<file path="src/rtl/logic_unit_pipe.sv">
// Pipelined WIDTH-bit logic unit with an elastic valid/ready register chain.
// Define LOGIC_UNIT_PIPE_PARITY_EN to add the registered y_parity output.
module logic_unit_pipe #(
  parameter int WIDTH  = 8,
  parameter int STAGES = 2
) (
  input  logic             clk,
  input  logic             rst_n,
  input  logic             in_valid,
  output logic             in_ready,
  input  logic [2:0]       op,
  input  logic [WIDTH-1:0] a,
  input  logic [WIDTH-1:0] b,
  output logic             out_valid,
  input  logic             out_ready,
  output logic [WIDTH-1:0] y,
  output logic             y_zero
`ifdef LOGIC_UNIT_PIPE_PARITY_EN
  ,
  output logic             y_parity
`endif
);

  if (STAGES < 1) begin : g_bad_stages
    $error("logic_unit_pipe: STAGES must be >= 1");
  end
  if (WIDTH < 1) begin : g_bad_width
    $error("logic_unit_pipe: WIDTH must be >= 1");
  end

  typedef enum logic [2:0] {
    OP_NOT  = 3'b000,
    OP_AND  = 3'b001,
    OP_OR   = 3'b010,
    OP_XOR  = 3'b011,
    OP_NAND = 3'b100,
    OP_NOR  = 3'b101,
    OP_XNOR = 3'b110,
    OP_PASS = 3'b111
  } op_e;

  logic [WIDTH-1:0] res;

  always_comb begin
    res = '0;
    unique case (op_e'(op))
      OP_NOT:  res = ~a;
      OP_AND:  res = a & b;
      OP_OR:   res = a | b;
      OP_XOR:  res = a ^ b;
      OP_NAND: res = ~(a & b);
      OP_NOR:  res = ~(a | b);
      OP_XNOR: res = ~(a ^ b);
      OP_PASS: res = a;
      default: res = '0;
    endcase
  end

  logic [STAGES-1:0]            vld_q;
  logic [STAGES-1:0][WIDTH-1:0] y_q;
  logic [STAGES-1:0]            z_q;
  logic [STAGES-1:0]            adv;
  logic                         full;

  // Index k of src_* is what stage k loads: element 0 is the fresh result.
  logic [STAGES:0]              src_v;
  logic [STAGES:0][WIDTH-1:0]   src_y;
  logic [STAGES:0]              src_z;

  assign src_v = {vld_q, in_valid};
  assign src_y = {y_q, res};
  assign src_z = {z_q, ~|res};

  // A stage stalls only if it and every stage after it hold data
  // and the sink is not taking the last one.
  always_comb begin
    adv  = '0;
    full = 1'b0;
    for (int k = 0; k < STAGES; k++) begin
      full = 1'b1;
      for (int j = k; j < STAGES; j++) begin
        full = full & vld_q[j];
      end
      adv[k] = out_ready | ~full;
    end
  end

  always_ff @(posedge clk or negedge rst_n) begin
    if (!rst_n) begin
      vld_q <= '0;
      y_q   <= '0;
      z_q   <= '0;
    end else begin
      for (int k = 0; k < STAGES; k++) begin
        if (adv[k]) begin
          vld_q[k] <= src_v[k];
          if (src_v[k]) begin
            y_q[k] <= src_y[k];
            z_q[k] <= src_z[k];
          end
        end
      end
    end
  end

`ifdef LOGIC_UNIT_PIPE_PARITY_EN
  logic [STAGES-1:0] p_q;
  logic [STAGES:0]   src_p;

  assign src_p = {p_q, ^res};

  always_ff @(posedge clk or negedge rst_n) begin
    if (!rst_n) begin
      p_q <= '0;
    end else begin
      for (int k = 0; k < STAGES; k++) begin
        if (adv[k] && src_v[k]) begin
          p_q[k] <= src_p[k];
        end
      end
    end
  end

  assign y_parity = p_q[STAGES-1];
`endif

  assign in_ready  = adv[0];
  assign out_valid = vld_q[STAGES-1];
  assign y         = y_q[STAGES-1];
  assign y_zero    = z_q[STAGES-1];

endmodule

</file>
<file path="config.mk">
export PLATFORM = sky130hd
export DESIGN_NAME = logic_unit_pipe
export DESIGN_NICKNAME = d
export VERILOG_FILES = /design/src/rtl/logic_unit_pipe.sv
export SDC_FILE = /design/constraint.sdc
export NUM_CORES = 1
export LEC_CHECK = 0
export BUFFER_PORTS_ARGS = -buffer_cell sky130_fd_sc_hd__buf_2
export CORE_UTILIZATION = 49
export CTS_CLUSTER_SIZE = 20
export DETAILED_ROUTE_END_ITERATION = 6
export GPL_ROUTABILITY_DRIVEN = 0
export PLACE_DENSITY = 0.76
export SLEW_MARGIN = 0
export SYNTH_ARGS = -nofsm -noshare
export SYNTH_HDL_FRONTEND = slang
export SYNTH_SLANG_ARGS = --single-unit
</file>
<file path="constraint.sdc">
create_clock -name clk -period 1.7 [get_ports clk]
set_clock_uncertainty 0.15 [all_clocks]
set_input_delay 0.34 -clock clk [delete_from_list [all_inputs] [get_ports clk]]
set_output_delay 0.34 -clock clk [all_outputs]
set_load 0.05 [all_outputs]
</file>
==> reports/metrics.yaml, run 1 <==
floorplan:
  core_um2: 3103
  start_util_pct: 52.46
  die_w_um: 59.64
  io_pins: 34
  fp-row-count: 20
  die_area_um2: 3556
  die_h_um: 59.64
timing:
  drv_slew: 0
  tightest_slew_ns: 0.6027
  fin_crit_sh_pct: 97.82
  fin_crit_ns: 1.663
  setup_viol: 0
  fmax_ghz: 0.6014
  slew_headroom_pct: 59.72
  fin_hold_ws_ns: 0.1368
  setup_slack_ns: 0.03711
  rsz0062_at_grt: "yes"
  finalHoldViolCount: 0
  fin_setup_tns_ns: 0
detailed_routing:
  dr.pass1.iters: 4
  wirelength_um: 3339
  drcViolationCount: 0
  routedWlPerCell_um: 11.88
  via_per_inst: 5.032
  antenna_left: 0
  dr_total_vias: 1414
  drtIter0Drc: 28
cts:
  clk_pin_slew_worst_paths_ns: 0.11
  htreeDepth: 1
  clockRootBuffer: "clkbuf_4"
  clk-insertion-delay-late_ns: 0.30
  cts.sinks: 20
  cts_tree: "done"
  cts-buffers-inserted: 3
  clk_path_buf_depth: 2
synth:
  synth_nets: 218
  ys_ff_latch: 20
  postSynthCellCount: 179
  syn_avg_cell_area_um2: 9.094
  synth_warnings: 0
  netlist.top_cell.by_area: "dfrtp_1"
  synth_top_area_share_pct: 30.75
  ys_seq_area_share_pct: 30.75
  synth.area.top_cells: "dfrtp_1 31%, ha_1 12%, mux2_2 9.0%, buf_4 4.2%, inv_1 4.2%"
  synth_area_um2: 1628
  synth_cell_types: 42
layout:
  layout_common_cells: "36 x buf_4, 28 x buf_2, 19 x dfrtp_1, 16 x nand2_1"
  n_antenna_cell: 0
  drive_above_1_share_pct: 47.26
  final_common_cell: "buf_4"
  final_nets: 277
  nFillCells: 243
  syn_to_final_growth_pct: 35.28
run_status:
  status: "complete, no violations"
pwr:
  sequentialPowerShare_pct: 35.0
  clockPowerShare_pct: 21.6
  peakVddDrop_mv: 0.3349
  total_leakage_power_nw: 1.097
  pwr-share-comb_pct: 43.3
  intPower_mw: 1.115
  switchingPower_mw: 0.6505
  p_per_area_nw_per_um2: 801.7
  swShare_pct: 36.84
  totalPowerFinal_mw: 1.766
worst_setup_path:
  cp-end-kind: "flip-flop"
  crit_chain: "buf_4, inv_2, ha_1, mux2_4, a211oi_2, a21o_1, nand2_1, o41ai_2"
  critPathLaunchType: "input pin"
  r2r_slack_ns: 0.13
  path_max_fanout: 3
  crit_path_max_incr_delay_ns: 0.33
  cpMaxStageDelayCell: "o41ai_2"
  worstPathRequired_ns: 1.76
  path_class: "in2reg"
  worstPathArrival_ns: 1.72
global_route:
  grt_pass1_vias: 1372
  grt_pass1_wl_um: 5782
  globalRouteTotalUtil_pct: 21.45
  grt_overflow: 0
  antenna_found_initial: 0
  grt_max_degree: 21
min_path:
  hp-class: "in2reg"
place:
  post-place-ws_ns: -0.4155
  dp_hpwl_um: 2525
  numPortBuffers: 33
run:
  cap_violations: 0
## critical path, delay by kind of cell
family                     cells  cell delay [ns]
and+or+nand+nor                1             0.08
buffers and inverters          2             0.13
AOI/OAI and AO/OA              3             0.63
muxes                          1             0.27
adders and majority gates      1             0.27
## cells in the mapped netlist
cell / n
a2111oi_0: 1
a2111oi_2: 1
a211oi_1: 1
a211oi_2: 1
a21o_1: 1
a21o_2: 1
a21oi_1: 12
a221o_1: 1
a221oi_1: 2
a221oi_2: 1
a22oi_1: 1
a2bb2oi_1: 1
a311oi_1: 1
a31oi_1: 1
buf_2: 4
buf_4: 9
buf_6: 2
clkbuf_1: 1
dfrtp_1: 20
ha_1: 16
inv_1: 18
mux2_1: 1
mux2_2: 13
mux2i_1: 2
mux4_2: 1
nand2_1: 17
nand2_4: 1
nand2b_1: 6
nand3_1: 3
nand3_2: 1
nand3b_1: 1
nand4_1: 1
nor2_1: 14
nor3_1: 1
o211a_1: 2
o21a_1: 1
o21ai_0: 10
o21ai_1: 2
o221a_1: 1
o221ai_1: 1
o22ai_1: 3
o41ai_2: 1
## flip-flops by register name (all words and copies together), names as in the netlist
name	flops
y	8
z_q	2
vld_q	2
src_y	8
## per-stage QoR
| step | utilization, % | instances | instance area [um^2] |
|---|---|---|---|
| final | 70.97 | 281 | 2202 |
| after global routing | 70.97 | 281 | 2202 |
| after CTS | 70.20 | 280 | 2178 |
| after detailed placement | 64.80 | 273 | 2011 |
| after global placement | 64.80 | 273 | 2011 |
| after floorplan | - | 179 | 1648 |
## timing repair
| action | 4_1_cts | 5_1_grt |
|---|---|---|
| hold buffers | 1 | 0 |
| setup buffers | 2 | 1 |
| endpoints found under the hold margin | 20 | 0 |
| endpoints found under the setup margin | 3 | 2 |
| resized for setup | 20 | 6 |
| pin swaps | 12 | 3 |
## power groups by stage
| stage | Sequential (mW) | Combinational, mW | Clock [mW] |
|---|---|---|---|
| after floorplan | 0.624 | 0.583 | 0 |
| after global placement | 0.625 | 0.698 | 0 |
| after detailed placement | 0.631 | 0.711 | 0 |
| after CTS | 0.620 | 0.752 | 0.388 |
| after global routing | 0.632 | 0.830 | 0.401 |
| final | 0.618 | 0.765 | 0.382 |
## metal layers
| layer | global-route usage (%) | vias to the layer above | wire (um) |
|---|---|---|---|
| met4 | 8.306 | 0 | 34 |
| met2 | 39.49 | 30 | 1713 |
| met3 | 1.528 | 4 | 59 |
| met5 | 0 | - | 0 |
| li1 | - | 738 | - |
| met1 | 25.82 | 642 | 1532 |
## cell families (layout without fill, tap and decap cells)
family / after synthesis / in the layout / share of synthesized area [%]
and+or+nand+nor: 45 / 45 / 12.84
DFF: 20 / 20 / 30.75
muxes: 17 / 17 / 12.30
adders and majority gates: 16 / 16 / 12.30
AOI/OAI and AO/OA: 47 / 47 / 20.68
buffers and inverters: 34 / 92 / 11.14
## final timing paths
check,from,end,cells after the start
hold / removal,in_valid,vld_q[0]$_DFFE_PN0N_,2
hold reg to reg,src_y[13]$_DFFE_PN0P_,src_y[13]$_DFFE_PN0P_,2
setup reg to reg,vld_q[1]$_DFFE_PN0N_,z_q[0]$_DFFE_PN0P_,5
max in group asynchronous,rst_n,vld_q[1]$_DFFE_PN0N_,2
min in group asynchronous,rst_n,src_y[12]$_DFFE_PN0P_,2
setup / recovery,a[6],z_q[0]$_DFFE_PN0P_,8
## layout make-up
type | instances | area [um^2] | share of cell area, %
repair buffers | 70 | 485.5 | 22.05
clock buffers | 3 | 22.52 | 1.023
multi-input cells | 125 | 1040 | 47.22
well taps | 44 | 55.05 | 2.500
flip-flops and latches | 20 | 501.7 | 22.78
clock inverters | 1 | 30.03 | 1.364
inverters | 18 | 67.56 | 3.068
Power figures use the tool's default switching activity.
==> inputs of run 2 (changes only) <==
--- a/config.mk
+++ b/config.mk
@@ -6,7 +6,9 @@
 export NUM_CORES = 1
 export LEC_CHECK = 0
 export BUFFER_PORTS_ARGS = -buffer_cell sky130_fd_sc_hd__buf_2
-export CORE_UTILIZATION = 49
+export CELL_PAD_IN_SITES_DETAIL_PLACEMENT = 0
+export CELL_PAD_IN_SITES_GLOBAL_PLACEMENT = 1
+export CORE_UTILIZATION = 37
 export CTS_CLUSTER_SIZE = 20
 export DETAILED_ROUTE_END_ITERATION = 6
 export GPL_ROUTABILITY_DRIVEN = 0
==> run 2 against run 1 <==
Non-clock buffer count up 7. The run now ends with negative setup slack left. Sequential cell count unchanged. Final area up 3.3%. Largest power group unchanged. Power down 1.0%. Worst hold slack better by 0.048 ns. Die area up 31%. Critical endpoint unchanged. Worst setup slack worse by 0.044 ns.
==> reports/metrics.yaml, run 2 (synthesis gave the netlist of run 1 again) <==
layout:
  syn_to_final_growth_pct: 39.74
  n_antenna_cell: 0  # unchanged
  instances_no_fill: 294  # +4.6%
  seqCellArea_um2: 501.7  # unchanged
  nFillCells: 371  # +53%
  finish.utilization_pct: 55.28  # -16 points
  drive_above_1_share_pct: 47.95  # +0.69 points
  final_nets: 284  # +2.5%
  layout_common_cells: "42 x buf_4, 29 x buf_2, 19 x dfrtp_1, 16 x nand2_1, 15 x inv_1"
  stdcell_area_um2: 2275  # +3.3%
  multiInputGateArea_um2: 1044  # +0.36%
  final_common_cell: "buf_4"
cts:
  cts_tree: "done"
  clockRootBuffer: "clkbuf_8"
  htreeDepth: 1  # unchanged
  clk_pin_slew_worst_paths_ns: 0.07  # -0.04 ns
  clk-insertion-delay-late_ns: 0.25  # -0.05 ns
  cts-buffers-inserted: 3  # unchanged
  cts.sinks: 20  # unchanged
  clk_path_buf_depth: 2  # unchanged
worst_setup_path:
  rr_worst_depth: 5  # unchanged
  crit_path_start: "op[0]"
  critPathLaunchType: "input pin"
  crit_chain: "buf_2, inv_1, buf_4, a21o_2, a311oi_1, a221oi_2, nand4_1, o41ai_2"
  worstPathArrival_ns: 1.71  # about the same
  path_buf_inv: 3  # +1
  crit_path_max_incr_delay_ns: 0.28  # -0.05 ns
  cp-end-kind: "flip-flop"
  crit_family: "compound AO/OA/AOI/OAI gates"
  cp.depth: 8  # unchanged
  path_max_fanout: 6  # +3
  cpMaxStageDelayCell: "o41ai_2"
  worstPathRequired_ns: 1.71  # -0.05 ns
  r2r-start: "vld_q[1]$_DFFE_PN0N_"
  path_class: "in2reg"
place:
  post-place-ws_ns: -0.3751  # +0.04042 ns
  place_area_um2: 2056  # +2.2%
  placedCellCount: 284  # +4.0%
  numPortBuffers: 33  # unchanged
  dp_hpwl_um: 2666  # +5.6%
detailed_routing:
  wirelength_um: 3409  # +2.1%
  routedWlPerCell_um: 11.60  # -2.4%
  dr.pass1.iters: 4  # unchanged
  via_per_inst: 4.878  # -3.1%
  dr_total_vias: 1434  # +1.4%
  antenna_left: 0  # unchanged
  drcViolationCount: 0  # unchanged
  drtIter0Drc: 56  # +100%
floorplan:
  die_h_um: 68.33  # +15%
  fp-row-count: 23  # +15%
  io_pins: 34  # unchanged
  die_area_um2: 4669  # +31%
  die_w_um: 68.33  # +15%
  start_util_pct: 39.56  # -13 points
  core_um2: 4115  # +33%
min_path:
  min_from: "in_valid"
  hp-class: "in2reg"
  hold_depth: 2  # unchanged
global_route:
  grt_overflow: 0  # unchanged
  globalRouteTotalUtil_pct: 16.32  # -5.1 points
  grt_pass1_vias: 1349  # -1.7%
  grt_pass1_wl_um: 5768  # -0.24%
  grt_max_degree: 21  # unchanged
  antenna_found_initial: 0  # unchanged
pwr:
  p_per_area_nw_per_um2: 768.3  # -4.2%
  total_leakage_power_nw: 1.133  # +3.2%
  totalPowerFinal_mw: 1.748  # -1.0%
  peakVddDrop_mv: 0.2766  # -17%
timing:
  setup_viol: 1  # +1
  rsz0062_at_grt: "yes"
  fin_crit_ns: 1.707  # +0.04430 ns
  setup_slack_ns: -0.007198  # -0.04430 ns
  fin_setup_tns_ns: -0.007198  # -0.007198 ns
  fin_crit_sh_pct: 100.4  # +2.6 points
  tightest_slew_ns: 0.4328  # -0.1699 ns
  finalHoldViolCount: 0  # unchanged
  slew_headroom_pct: 71.15  # +11 points
  drv_slew: 0  # unchanged
  fin_hold_ws_ns: 0.1843  # +0.04755 ns
  fmax_ghz: 0.5858  # -2.6%
run_status:
  violations: "negative setup slack"
  status: "finished, violations left"
run:
  cap_violations: 0  # unchanged
==> run 2: cell count changes in the layout (fill, tap and decap cells not counted), sizes merged <==
cell | before | now
buf | 69 | 75
bufinv | 1 | 0
clkbuf | 3 | 5
==> run 2: cell type report <==
cell class              instances  area share (%)
well taps                      50           2.750
repair buffers                 77           23.71
flip-flops and latches         20           22.06
inverters                      18           3.190
multi-input cells             125           45.87
clock buffers                   4           2.420
==> run 2: layer usage <==
metal,vias up,share of wire (%),GRT usage [%]
met2,29,46,28.43
met3,6,2.6,1.833
li1,751,-,-
met4,0,1.6,6.250
met1,648,49,20.32
met5,-,0,0
==> run 2: worst reg2reg max path: stages (launching register included) <==
cell	delay, ns
dfrtp_2	0.41
nand3b_1	0.12
nand2_2	0.12
a2111oi_4	0.22
nand4_1	0.15
o41ai_2	0.28
==> run 2: path summary, 6_finish.rpt <==
kind | endpoint | slack (ns)
min | vld_q[0]$_DFFE_PN0N_ | 0.18
max | z_q[0]$_DFFE_PN0P_ | -0.007
max in group asynchronous | vld_q[1]$_DFFE_PN0N_ | 0.67
max reg2reg | z_q[0]$_DFFE_PN0P_ | 0.15
min in group asynchronous | y[5]$_DFFE_PN0P_ | 0.40
min reg2reg | src_y[12]$_DFFE_PN0P_ | 0.33
==> run 2: where the power goes <==
part	total [mW]	switching [mW]	internal, mW	leakage (nW)
clock	0.353	0.147	0.206	0.0288
combinational	0.778	0.462	0.316	0.863
sequential	0.616	0.0428	0.573	0.241
total	1.75	0.652	1.10	1.13
==> run 2: repair_timing <==
| item | 4_1_cts | 5_1_grt |
|---|---|---|
| gates resized for setup | 6 | 19 |
| hold buffers | 1 | 0 |
| endpoints found under the setup margin | 2 | 4 |
| gates cloned | 0 | 0 |
| hold endpoints to repair | 20 | 0 |
| pin swaps | 5 | 9 |
| setup buffers | 0 | 5 |
